[src/rtl/amci_axi4lite_master_if.sv]
// AXI4-Lite bus bundle between the AMCI executor and the memory-mapped slaves.
// The master modport drives addresses, data and VALIDs; the slave modport the READYs and responses.
interface amci_axi4lite_master_if #(
  parameter int AXI_DATA_WIDTH = 32,
  parameter int AXI_ADDR_WIDTH = 32
);
  logic [AXI_ADDR_WIDTH-1:0]   M_AXI_AWADDR;
  logic [2:0]                  M_AXI_AWPROT;
  logic                        M_AXI_AWVALID;
  logic                        M_AXI_AWREADY;
  logic [AXI_DATA_WIDTH-1:0]   M_AXI_WDATA;
  logic [AXI_DATA_WIDTH/8-1:0] M_AXI_WSTRB;
  logic                        M_AXI_WVALID;
  logic                        M_AXI_WREADY;
  logic [1:0]                  M_AXI_BRESP;
  logic                        M_AXI_BVALID;
  logic                        M_AXI_BREADY;
  logic [AXI_ADDR_WIDTH-1:0]   M_AXI_ARADDR;
  logic [2:0]                  M_AXI_ARPROT;
  logic                        M_AXI_ARVALID;
  logic                        M_AXI_ARREADY;
  logic [AXI_DATA_WIDTH-1:0]   M_AXI_RDATA;
  logic [1:0]                  M_AXI_RRESP;
  logic                        M_AXI_RVALID;
  logic                        M_AXI_RREADY;

  modport master (
    output M_AXI_AWADDR, M_AXI_AWPROT, M_AXI_AWVALID,
    input  M_AXI_AWREADY,
    output M_AXI_WDATA, M_AXI_WSTRB, M_AXI_WVALID,
    input  M_AXI_WREADY,
    input  M_AXI_BRESP, M_AXI_BVALID,
    output M_AXI_BREADY,
    output M_AXI_ARADDR, M_AXI_ARPROT, M_AXI_ARVALID,
    input  M_AXI_ARREADY,
    input  M_AXI_RDATA, M_AXI_RRESP, M_AXI_RVALID,
    output M_AXI_RREADY
  );

  modport slave (
    input  M_AXI_AWADDR, M_AXI_AWPROT, M_AXI_AWVALID,
    output M_AXI_AWREADY,
    input  M_AXI_WDATA, M_AXI_WSTRB, M_AXI_WVALID,
    output M_AXI_WREADY,
    output M_AXI_BRESP, M_AXI_BVALID,
    input  M_AXI_BREADY,
    input  M_AXI_ARADDR, M_AXI_ARPROT, M_AXI_ARVALID,
    output M_AXI_ARREADY,
    output M_AXI_RDATA, M_AXI_RRESP, M_AXI_RVALID,
    input  M_AXI_RREADY
  );
endinterface

[src/rtl/amci_axi4lite_master.sv]
// AMCI executor: turns WRITE/READ strobes into single-beat AXI4-Lite transactions.
// Write and read channels run independent FSMs and may be in flight together.
module amci_axi4lite_master #(
  parameter int AXI_DATA_WIDTH = 32,
  parameter int AXI_ADDR_WIDTH = 32
) (
  input  logic CLK,
  input  logic RESETN,
  input  logic [2*AXI_ADDR_WIDTH+AXI_DATA_WIDTH+1:0] AMCI_MOSI,
  output logic [AXI_DATA_WIDTH+5:0] AMCI_MISO,
  amci_axi4lite_master_if.master m_axi
);
  localparam int AW = AXI_ADDR_WIDTH;
  localparam int DW = AXI_DATA_WIDTH;
  localparam int WR_BIT = 2*AW + DW;
  localparam int RD_BIT = WR_BIT + 1;

  typedef enum logic [1:0] {
    W_IDLE,
    W_ADDR_DATA,
    W_RESP
  } wstate_t;

  typedef enum logic [1:0] {
    R_IDLE,
    R_ADDR,
    R_DATA
  } rstate_t;

  logic [AW-1:0] waddr_in;
  logic [DW-1:0] wdata_in;
  logic [AW-1:0] raddr_in;
  logic          write_in;
  logic          read_in;

  assign waddr_in = AMCI_MOSI[AW-1:0];
  assign wdata_in = AMCI_MOSI[AW+DW-1:AW];
  assign raddr_in = AMCI_MOSI[2*AW+DW-1:AW+DW];
  assign write_in = AMCI_MOSI[WR_BIT];
  assign read_in  = AMCI_MOSI[RD_BIT];

  wstate_t       wstate;
  rstate_t       rstate;
  logic [AW-1:0] awaddr;
  logic [DW-1:0] wdata;
  logic          awvalid;
  logic          wvalid;
  logic          bready;
  logic [1:0]    wresp;
  logic [AW-1:0] araddr;
  logic          arvalid;
  logic          rready;
  logic [DW-1:0] rdata;
  logic [1:0]    rresp;

  // A channel counts as done once its VALID has dropped or is being accepted now.
  logic aw_done;
  logic w_done;
  assign aw_done = ~awvalid | m_axi.M_AXI_AWREADY;
  assign w_done  = ~wvalid  | m_axi.M_AXI_WREADY;

  // Write FSM: launch AW+W together, wait for both, then collect B.
  always_ff @(posedge CLK) begin
    if (!RESETN) begin
      wstate  <= W_IDLE;
      awaddr  <= '0;
      wdata   <= '0;
      awvalid <= 1'b0;
      wvalid  <= 1'b0;
      bready  <= 1'b0;
      wresp   <= '0;
    end else begin
      unique case (wstate)
        W_IDLE: begin
          if (write_in) begin
            awaddr  <= waddr_in;
            wdata   <= wdata_in;
            awvalid <= 1'b1;
            wvalid  <= 1'b1;
            wstate  <= W_ADDR_DATA;
          end
        end
        W_ADDR_DATA: begin
          if (awvalid && m_axi.M_AXI_AWREADY) awvalid <= 1'b0;
          if (wvalid && m_axi.M_AXI_WREADY) wvalid <= 1'b0;
          if (aw_done && w_done) begin
            bready <= 1'b1;
            wstate <= W_RESP;
          end
        end
        W_RESP: begin
          if (m_axi.M_AXI_BVALID) begin
            wresp  <= m_axi.M_AXI_BRESP;
            bready <= 1'b0;
            wstate <= W_IDLE;
          end
        end
        default: wstate <= W_IDLE;
      endcase
    end
  end

  // Read FSM: AR handshake, then accept one R beat.
  always_ff @(posedge CLK) begin
    if (!RESETN) begin
      rstate  <= R_IDLE;
      araddr  <= '0;
      arvalid <= 1'b0;
      rready  <= 1'b0;
      rdata   <= '0;
      rresp   <= '0;
    end else begin
      unique case (rstate)
        R_IDLE: begin
          if (read_in) begin
            araddr  <= raddr_in;
            arvalid <= 1'b1;
            rstate  <= R_ADDR;
          end
        end
        R_ADDR: begin
          if (m_axi.M_AXI_ARREADY) begin
            arvalid <= 1'b0;
            rready  <= 1'b1;
            rstate  <= R_DATA;
          end
        end
        R_DATA: begin
          if (m_axi.M_AXI_RVALID) begin
            rdata  <= m_axi.M_AXI_RDATA;
            rresp  <= m_axi.M_AXI_RRESP;
            rready <= 1'b0;
            rstate <= R_IDLE;
          end
        end
        default: rstate <= R_IDLE;
      endcase
    end
  end

  // Idle drops in the strobe cycle itself so the controller never sees a stale idle.
  logic widle;
  logic ridle;
  assign widle = (wstate == W_IDLE) & ~write_in;
  assign ridle = (rstate == R_IDLE) & ~read_in;

  assign AMCI_MISO = {rresp, wresp, ridle, widle, rdata};

  assign m_axi.M_AXI_AWADDR  = awaddr;
  assign m_axi.M_AXI_AWPROT  = 3'b000;
  assign m_axi.M_AXI_AWVALID = awvalid;
  assign m_axi.M_AXI_WDATA   = wdata;
  assign m_axi.M_AXI_WSTRB   = '1;
  assign m_axi.M_AXI_WVALID  = wvalid;
  assign m_axi.M_AXI_BREADY  = bready;
  assign m_axi.M_AXI_ARADDR  = araddr;
  assign m_axi.M_AXI_ARPROT  = 3'b000;
  assign m_axi.M_AXI_ARVALID = arvalid;
  assign m_axi.M_AXI_RREADY  = rready;
endmodule

[src/flat_wrapper.sv]
// flat-port wrapper written by rule: the top's interface ports become plain ports
module amci_axi4lite_master_flat 
#(
  parameter int AXI_DATA_WIDTH = 32,
  parameter int AXI_ADDR_WIDTH = 32
)
  (CLK, RESETN, AMCI_MOSI, AMCI_MISO, m_axi_M_AXI_AWADDR, m_axi_M_AXI_AWPROT, m_axi_M_AXI_AWVALID, m_axi_M_AXI_AWREADY, m_axi_M_AXI_WDATA, m_axi_M_AXI_WSTRB, m_axi_M_AXI_WVALID, m_axi_M_AXI_WREADY, m_axi_M_AXI_BRESP, m_axi_M_AXI_BVALID, m_axi_M_AXI_BREADY, m_axi_M_AXI_ARADDR, m_axi_M_AXI_ARPROT, m_axi_M_AXI_ARVALID, m_axi_M_AXI_ARREADY, m_axi_M_AXI_RDATA, m_axi_M_AXI_RRESP, m_axi_M_AXI_RVALID, m_axi_M_AXI_RREADY);
  amci_axi4lite_master_if #(.AXI_DATA_WIDTH(AXI_DATA_WIDTH), .AXI_ADDR_WIDTH(AXI_ADDR_WIDTH)) m_axi_i ();
  input  logic CLK;
  input  logic RESETN;
  input  logic [2*AXI_ADDR_WIDTH+AXI_DATA_WIDTH+1:0] AMCI_MOSI;
  output logic [AXI_DATA_WIDTH+5:0] AMCI_MISO;
  output wire logic [$bits(m_axi_i.M_AXI_AWADDR)-1:0] m_axi_M_AXI_AWADDR;
  output wire logic [$bits(m_axi_i.M_AXI_AWPROT)-1:0] m_axi_M_AXI_AWPROT;
  output wire logic [$bits(m_axi_i.M_AXI_AWVALID)-1:0] m_axi_M_AXI_AWVALID;
  input wire logic [$bits(m_axi_i.M_AXI_AWREADY)-1:0] m_axi_M_AXI_AWREADY;
  output wire logic [$bits(m_axi_i.M_AXI_WDATA)-1:0] m_axi_M_AXI_WDATA;
  output wire logic [$bits(m_axi_i.M_AXI_WSTRB)-1:0] m_axi_M_AXI_WSTRB;
  output wire logic [$bits(m_axi_i.M_AXI_WVALID)-1:0] m_axi_M_AXI_WVALID;
  input wire logic [$bits(m_axi_i.M_AXI_WREADY)-1:0] m_axi_M_AXI_WREADY;
  input wire logic [$bits(m_axi_i.M_AXI_BRESP)-1:0] m_axi_M_AXI_BRESP;
  input wire logic [$bits(m_axi_i.M_AXI_BVALID)-1:0] m_axi_M_AXI_BVALID;
  output wire logic [$bits(m_axi_i.M_AXI_BREADY)-1:0] m_axi_M_AXI_BREADY;
  output wire logic [$bits(m_axi_i.M_AXI_ARADDR)-1:0] m_axi_M_AXI_ARADDR;
  output wire logic [$bits(m_axi_i.M_AXI_ARPROT)-1:0] m_axi_M_AXI_ARPROT;
  output wire logic [$bits(m_axi_i.M_AXI_ARVALID)-1:0] m_axi_M_AXI_ARVALID;
  input wire logic [$bits(m_axi_i.M_AXI_ARREADY)-1:0] m_axi_M_AXI_ARREADY;
  input wire logic [$bits(m_axi_i.M_AXI_RDATA)-1:0] m_axi_M_AXI_RDATA;
  input wire logic [$bits(m_axi_i.M_AXI_RRESP)-1:0] m_axi_M_AXI_RRESP;
  input wire logic [$bits(m_axi_i.M_AXI_RVALID)-1:0] m_axi_M_AXI_RVALID;
  output wire logic [$bits(m_axi_i.M_AXI_RREADY)-1:0] m_axi_M_AXI_RREADY;
  assign m_axi_M_AXI_AWADDR = m_axi_i.M_AXI_AWADDR;
  assign m_axi_M_AXI_AWPROT = m_axi_i.M_AXI_AWPROT;
  assign m_axi_M_AXI_AWVALID = m_axi_i.M_AXI_AWVALID;
  assign m_axi_i.M_AXI_AWREADY = m_axi_M_AXI_AWREADY;
  assign m_axi_M_AXI_WDATA = m_axi_i.M_AXI_WDATA;
  assign m_axi_M_AXI_WSTRB = m_axi_i.M_AXI_WSTRB;
  assign m_axi_M_AXI_WVALID = m_axi_i.M_AXI_WVALID;
  assign m_axi_i.M_AXI_WREADY = m_axi_M_AXI_WREADY;
  assign m_axi_i.M_AXI_BRESP = m_axi_M_AXI_BRESP;
  assign m_axi_i.M_AXI_BVALID = m_axi_M_AXI_BVALID;
  assign m_axi_M_AXI_BREADY = m_axi_i.M_AXI_BREADY;
  assign m_axi_M_AXI_ARADDR = m_axi_i.M_AXI_ARADDR;
  assign m_axi_M_AXI_ARPROT = m_axi_i.M_AXI_ARPROT;
  assign m_axi_M_AXI_ARVALID = m_axi_i.M_AXI_ARVALID;
  assign m_axi_i.M_AXI_ARREADY = m_axi_M_AXI_ARREADY;
  assign m_axi_i.M_AXI_RDATA = m_axi_M_AXI_RDATA;
  assign m_axi_i.M_AXI_RRESP = m_axi_M_AXI_RRESP;
  assign m_axi_i.M_AXI_RVALID = m_axi_M_AXI_RVALID;
  assign m_axi_M_AXI_RREADY = m_axi_i.M_AXI_RREADY;
  amci_axi4lite_master #(.AXI_DATA_WIDTH(AXI_DATA_WIDTH), .AXI_ADDR_WIDTH(AXI_ADDR_WIDTH)) u_core (.CLK(CLK), .RESETN(RESETN), .AMCI_MOSI(AMCI_MOSI), .AMCI_MISO(AMCI_MISO), .m_axi(m_axi_i));
endmodule
[config.mk]
export PLATFORM = sky130hd
export DESIGN_NAME = amci_axi4lite_master_flat
export DESIGN_NICKNAME = d
export VERILOG_FILES = /design/src/rtl/amci_axi4lite_master_if.sv /design/src/rtl/amci_axi4lite_master.sv /design/src/flat_wrapper.sv
export SDC_FILE = /design/constraint.sdc
export NUM_CORES = 1
export LEC_CHECK = 0
export ABC_AREA = 1
export BUFFER_PORTS_ARGS = -buffer_cell sky130_fd_sc_hd__buf_2
export CORE_ASPECT_RATIO = 1.4
export CORE_UTILIZATION = 41
export CTS_BUF_LIST = sky130_fd_sc_hd__clkbuf_8
export DETAILED_ROUTE_END_ITERATION = 10
export PLACE_DENSITY_LB_ADDON = 0.05
export SYNTH_ARGS = -nofsm -noshare
export SYNTH_HDL_FRONTEND = slang
export SYNTH_SLANG_ARGS = --single-unit
[constraint.sdc]
create_clock -name CLK -period 1.05 [get_ports CLK]
set_input_delay 0.21 -clock CLK [delete_from_list [all_inputs] [get_ports CLK]]
set_output_delay 0.21 -clock CLK [all_outputs]
set_load 0.1 [all_outputs]
==> results.cfg, run 1 <==
[yosys]
synth_common_cells = 197 x nor2_1, 141 x dfxtp_1, 66 x o21ai_0
netlist_instances = 650
ys_warn_count = 0
netlist_area_um2 = 5150
yosysTopAreaCell = dfxtp_1
synth-edff-count = 0
yosys-top-cells-area = dfxtp_1 55%, nor2_1 14%, o21ai_0 6.4%
seq_area_frac_synth_pct = 54.8
yosysMostFrequentCell = nor2_1
ys_types = 21
avgSynthCellArea_um2 = 7.93
synth-main-ff-cell = dfxtp_1
yosysTopAreaCellShare_pct = 54.8
ys_ff_latch = 141
synthArstFlopShare_pct = 0

[placed_design]
gp_congestion = 0.751
placed_area_um2 = 9040
hpwlAfterDp_um = 12400
portBuffers = 279

[timing]
endpoint_type = output port
postGrtWorstEndpoint = AMCI_MISO[32]

[clocking]
clk_path_buf_depth = 2
htreeDepth = 4
clock-root-buffer = clkbuf_8
numCtsBuffers = 17
cts_num_sinks = 141

[outcome]
firstError = [ERROR DPL-0038] Utilization greater than 100%, impossible to legalize
status = did not finish
stop_stage = 5_1_grt

[floorplan]
die_y_um = 135
start_util_pct = 41.8
die_x_um = 96.7
ios = 290
rows = 48

[global_route]
grt_max_degree = 100
==> kinds of logic after synthesis <==
| family | synth area share (%) |
|---|---|
| AOI/OAI and AO/OA | 13.5 |
| buffers and inverters | 7.65 |
| DFF | 54.8 |
| other | 0.146 |
| and+or+nand+nor | 23.9 |
==> through the flow <==
step           util (%)  hold slack [ns]  TNS [ns]  setup WS [ns]  instances
2_1_floorplan         -            0.356   -0.0227        -0.0227        658
3_3_place_gp       73.4            0.443     -4.31        -0.0929       1053
3_5_place_dp       73.4            0.453     -8.30         -0.123       1053
4_1_cts            93.9         0.000412    -50.44         -0.439       1182
==> what timing repair did <==
action / 4_1_cts
pin swaps: 47
endpoints found under the hold margin: 36
gates resized for setup: 268
endpoints found under the setup margin: 273
hold buffers: 36
gates cloned: 27
setup buffers: 37
==> run 2: changes to the inputs <==
--- a/config.mk
+++ b/config.mk
@@ -7,11 +7,9 @@
 export LEC_CHECK = 0
 export ABC_AREA = 1
 export BUFFER_PORTS_ARGS = -buffer_cell sky130_fd_sc_hd__buf_2
-export CORE_ASPECT_RATIO = 1.4
-export CORE_UTILIZATION = 41
-export CTS_BUF_LIST = sky130_fd_sc_hd__clkbuf_8
+export CORE_UTILIZATION = 40
 export DETAILED_ROUTE_END_ITERATION = 10
-export PLACE_DENSITY_LB_ADDON = 0.05
+export PLACE_DENSITY_LB_ADDON = 0.15
 export SYNTH_ARGS = -nofsm -noshare
 export SYNTH_HDL_FRONTEND = slang
 export SYNTH_SLANG_ARGS = --single-unit
==> constraint.sdc (replaced) <==
create_clock -name CLK -period 1.35 [get_ports CLK]
set_input_delay 0.27 -clock CLK [delete_from_list [all_inputs] [get_ports CLK]]
set_output_delay 0.27 -clock CLK [all_outputs]
set_load 0.1 [all_outputs]
==> run 2 against run 1 <==
Net effect: the flow now finishes, with violations (negative setup slack); synthesized area did not move; synthesized cell count stayed put.
==> results.cfg, run 2 <==
[outcome]
status = finished with violations
failed_checks = negative setup slack

[floorplan]
core_um2 = 12600
ios = 290
die_x_um = 115
die_y_um = 115
die_area_um2 = 13300
start_util_pct = 41.0
rows = 41

[detailed_routing]
drt.antenna.violating_nets = 0
wl_per_cell_um = 13.6
drc = 0
drt_iter0_markers = 251
dr_total_vias = 5246
viasPerCell = 4.74
routed_wl_um = 15000
drt_pre_antenna_iters = 4

[timing]
fin_setup_tns_ns = -0.205
finClkSkew_ns = 0.00641
finalSetupViolations = 2
maxSlewViolCount = 0
period_share_pct = 109
setup_ws_ns = -0.123
max_freq_mhz = 679
rsz0062_at_grt = yes
hold_viol = 0
post-route-min-period_ns = 1.47

[global_route]
grt_pass1_vias = 4838
track_usage_pct = 22.0
grt_max_degree = 100
grt_pass1_wl_um = 22900
antenna_found_initial = 0
grt-ovfl-total = 0

[yosys]
yosys-top-cells-area = dfxtp_1 55%, nor2_1 14%, o21ai_0 6.4%
ys_types = 21
yosysTopAreaCell = dfxtp_1
netlist_area_um2 = 5150
synth-main-ff-cell = dfxtp_1
netlist_instances = 650
synth-edff-count = 0
synthArstFlopShare_pct = 0
avgSynthCellArea_um2 = 7.93
ys_warn_count = 0
yosysTopAreaCellShare_pct = 54.8
synth_common_cells = 197 x nor2_1, 141 x dfxtp_1, 66 x o21ai_0
seq_area_frac_synth_pct = 54.8
ys_ff_latch = 141
yosysMostFrequentCell = nor2_1

[worst_setup_path]
path_delay_family = flip-flops
end_kind = primary output
arrival_ns = 1.20
path_depth = 4
ff2ff_path_depth = 6
crit_slowest_cell = dfxtp_4
path_class = flop to primary output
crit_path_max_fanout = 2
path_cells = nor2_4 > inv_2 > nor2_4 > buf_12
path_common_cell = nor2_4
cpPeakStageDelay_ns = 0.36
worstPathRequired_ns = 1.08
worst_setup_path_start_kind = flop
crit_buf_inv = 2

[cells_and_area]
design_area_um2 = 8560
final_common_cell = nor2_1
utilization_pct = 68.1
diodes = 0
layout.nets = 1063
layout_common_cells = 194 x nor2_1, 140 x buf_2, 136 x dfxtp_1, 72 x buf_4, 66 x o21ai_0
drive_gt1_share_pct = 37.8
area_growth_syn_to_layout_pct = 66.1

[clocking]
clk_path_buf_depth = 2
numCtsBuffers = 17
cts_num_sinks = 141
clkLatencyLatePin_ns = 0.41
clock-root-buffer = clkbuf_16
clk_pin_slew_ns = 0.05
holdBufCountCts = 0
tritoncts = built
htreeDepth = 4

[placed_design]
hpwlAfterDp_um = 9880
gp_congestion = 0.746
place_ws_ns = 0.139
placed_area_um2 = 7410
portBuffers = 279

[pwr]
ir_drop_mv = 1.00
power_density_nw_per_um2 = 1690
power.leakage_nw = 3.86

[worst_hold_path]
worstHoldPathCells = 3
min_path_type = input pin to flop

[job]
drv_cap = 0
[run 2: final timing paths]
kind	startpoint	to	slack [ns]
worst max-delay path	u_core.rstate[1]	AMCI_MISO[33]	-0.12
worst max register to register	u_core.wstate[0]	u_core.m_axi.M_AXI_WDATA[29]	0.11
worst min register to register	u_core.rdata[3]	u_core.rdata[3]	0.46
worst min-delay path	AMCI_MOSI[23]	u_core.m_axi.M_AXI_AWADDR[23]	0.09
[run 2: what timing repair did]
action	in CTS	in global routing
setup endpoints to repair	97	41
resized for setup	105	41
pin swaps	4	3
endpoints found under the hold margin	0	0
buffers inserted	3	1
[run 2: logic make-up (layout without fill, tap and decap cells)]
logic type,count (synthesis),after routing,share of synthesized area [%]
buf+inv,74,351,7.65
compound gates,139,139,13.5
flops,141,141,54.8
simple gates,294,294,23.9
other cells,2,10,0.146
[run 2: cell type report]
class	instances	area [µm²]
fill	1031	4010
sequential	141	2830
timing repair buffer	305	2760
multi-input combinational	443	1990
clock buffer	23	508
tap	172	215
clock inverter	9	201
inverter	14	55.1
[run 2: stage by stage]
| stage | instances | power, mW | hold slack, ns |
|---|---|---|---|
| global route | 1107 | 15.0 | 0.0909 |
| global placement | 1071 | 8.81 | 0.445 |
| CTS | 1106 | 14.5 | 0.0731 |
| finish | 1107 | 14.5 | 0.0907 |
| detailed placement | 1071 | 8.84 | 0.451 |
| floorplan | 658 | 7.79 | 0.416 |
[run 2: tightest hold or removal path, delay by kind of cell]
| family | cells | cell delay [ns] |
|---|---|---|
| buffers and inverters | 1 | 0.07 |
| AND/OR/NAND/NOR | 1 | 0.07 |
| AO/OA/AOI/OAI | 1 | 0.05 |
[run 2: where the power goes]
part           total (mW)  internal (mW)  switching, mW
Sequential           4.71           4.48          0.224
Clock                5.51           3.77           1.74
Combinational        4.28           1.15           3.13
[run 2: per-layer routing]
| layer | vias up | GRT usage (%) | wire length, µm |
|---|---|---|---|
| li1 | 2660 | - | - |
| met1 | 2341 | 24.7 | 6020 |
| met2 | 210 | 37.4 | 7310 |
| met3 | 35 | 7.69 | 1260 |
| met4 | 0 | 10.4 | 431 |
| met5 | - | 0 | 0 |
Power figures use the tool's default switching activity.
==> run 3: changes to the inputs <==
--- a/config.mk
+++ b/config.mk
@@ -7,9 +7,11 @@
 export LEC_CHECK = 0
 export ABC_AREA = 1
 export BUFFER_PORTS_ARGS = -buffer_cell sky130_fd_sc_hd__buf_2
+export CORE_ASPECT_RATIO = 2
 export CORE_UTILIZATION = 40
 export DETAILED_ROUTE_END_ITERATION = 10
 export PLACE_DENSITY_LB_ADDON = 0.15
+export SETUP_SLACK_MARGIN = 0.2
 export SYNTH_ARGS = -nofsm -noshare
 export SYNTH_HDL_FRONTEND = slang
 export SYNTH_SLANG_ARGS = --single-unit
==> run 3 against run 2 <==
Net effect: the run still ends with negative setup slack left; global-route usage increased by 5.2 points; count of clock-buffer cells in the layout is 4 lower; sequential share of layout area decreased by 3.4 points; setup slack got worse by 0.0072 ns; total power increased by 4.6%; non-clock buffer count up 17; final area up 18%; sequential cell count stayed put; combinational power up 21%; sequential power up 5.1%; register-to-register slack worse by 0.19 ns.
==> results.cfg, run 3 (same netlist as run 2, synthesis figures left out) <==
[outcome]
status = finished with violations
failed_checks = negative setup slack

[floorplan]
core_um2 = 12600
ios = 290
die_area_um2 = 13400
die_y_um = 163
rows = 58
die_x_um = 82.3
start_util_pct = 41.0

[placed_design]
portBuffers = 279
hpwlAfterDp_um = 11100
gp_congestion = 0.829

[cells_and_area]
layout.nets = 1082
drive_gt1_share_pct = 58.6
nFillCells = 665
final_common_cell = nor2_1
ff_latch_area_um2 = 3010
multi_input_area_um2 = 2230
layout_common_cells = 149 x nor2_1, 147 x buf_12, 140 x buf_2, 137 x dfxtp_2, 51 x o21ai_1
diodes = 0
utilization_pct = 80.8
area_growth_syn_to_layout_pct = 96.8

[detailed_routing]
wl_per_cell_um = 18.8
drt_pre_antenna_iters = 5
dr_total_vias = 5868
viasPerCell = 5.32
drt.antenna.violating_nets = 0
routed_wl_um = 20700
drt_iter0_markers = 314
drc = 0

[clocking]
htreeDepth = 4
clkLatencyLatePin_ns = 0.42
tritoncts = built
numCtsBuffers = 17
clock-root-buffer = clkbuf_16
clk_path_buf_depth = 2
clk_pin_slew_ns = 0.06
cts_num_sinks = 141

[timing]
hold_viol = 0
maxSlewViolCount = 0
finClkSkew_ns = 0.0130
max_freq_mhz = 676
rsz0062_at_grt = yes
finalSetupViolations = 10
post-route-min-period_ns = 1.48
period_share_pct = 110
setup_ws_ns = -0.130

[worst_hold_path]
worstHoldStart = AMCI_MOSI[84]
worstHoldPathCells = 3
min_to = u_core.m_axi.M_AXI_ARADDR[20]
min_path_type = input pin to flop

[job]
drv_cap = 0

[global_route]
grt_max_degree = 50
grt_pass1_vias = 5879
track_usage_pct = 27.2
antenna_found_initial = 0
grt_pass1_wl_um = 27500
grt-ovfl-total = 0

[worst_setup_path]
ff2ff_path_depth = 8
worstPathRequired_ns = 1.08
arrival_ns = 1.21
r2r_slack_ns = -0.08
worst_setup_path_start_kind = flop
r2r-end = u_core.m_axi.M_AXI_AWADDR[14]
worstReg2RegStart = u_core.wstate[1]
end_kind = primary output
crit_path_max_fanout = 2
path_class = flop to primary output

[pwr]
ir_drop_mv = 1.22
power.leakage_nw = 4.30
power_mw = 15.2
power_density_nw_per_um2 = 1500
run 3: area by class of cell:
| cell class | instances | share of cell area [%] |
|---|---|---|
| clock buffer | 19 | 4.37 |
| clock inverter | 12 | 1.84 |
| tap | 150 | 1.85 |
| timing repair buffer | 322 | 39.6 |
| inverter | 14 | 0.666 |
| multi-input combinational | 444 | 22.0 |
| sequential | 141 | 29.6 |
| timing repair inverter | 1 | 0.0864 |
run 3: timing repair:
| action | 4_1_cts | 5_1_grt |
|---|---|---|
| hold buffers | 0 | 0 |
| hold endpoints to repair | 0 | 0 |
| endpoints found under the setup margin | 257 | 276 |
| cloned | 0 | 6 |
| pin swaps | 2 | 23 |
| resized for setup | 528 | 109 |
| setup buffers | 10 | 7 |
run 3: worst max-delay path, cell delays in order (launching register included):
cell	delay, ns
dfxtp_2	0.32
nor2_2	0.11
inv_1	0.05
nor2_2	0.13
buf_12	0.19
run 3: how the worst max path moves through the flow:
stage,startpoint,end,slack (ns),cells past startpoint
after floorplan,u_core.m_axi.M_AXI_AWVALID,u_core.m_axi.M_AXI_BREADY,0.20,5
after global placement,u_core.rstate[1],u_core.rdata[10],0.08,5
after detailed placement,u_core.rstate[1],u_core.rdata[1],0.03,5
after CTS,u_core.rstate[1],AMCI_MISO[33],-0.16,4
after global routing,u_core.rstate[1],AMCI_MISO[33],-0.19,4
final,u_core.rstate[1],AMCI_MISO[33],-0.13,4
run 3: metal layers:
layer	track usage, %	share of wire (%)	vias to the layer above
met2	49.7	55	348
met1	24.7	31	2740
li1	-	-	2702
met3	9.52	9.0	78
met5	0	0	-
met4	15.8	4.8	0
run 3: metrics by stage:
step / TNS (ns) / hold WS [ns] / instances / instance area (µm²) / setup slack, ns
finish: -0.431 / 0.0942 / 1103 / 10100 / -0.130
global route: -3.39 / 0.0980 / 1103 / 10100 / -0.194
CTS: -2.56 / 0.0745 / 1090 / 9690 / -0.156
detailed placement: 0 / 0.451 / 1049 / 7030 / 0.0347
global placement: 0 / 0.442 / 1049 / 7030 / 0.0819
floorplan: 0 / 0.416 / 658 / 5360 / 0.201
run 3: power by group:
group / switching, mW / internal [mW]
registers: 0.404 / 4.55
clock network: 1.87 / 3.16
logic: 3.37 / 1.82
total: 5.64 / 9.52
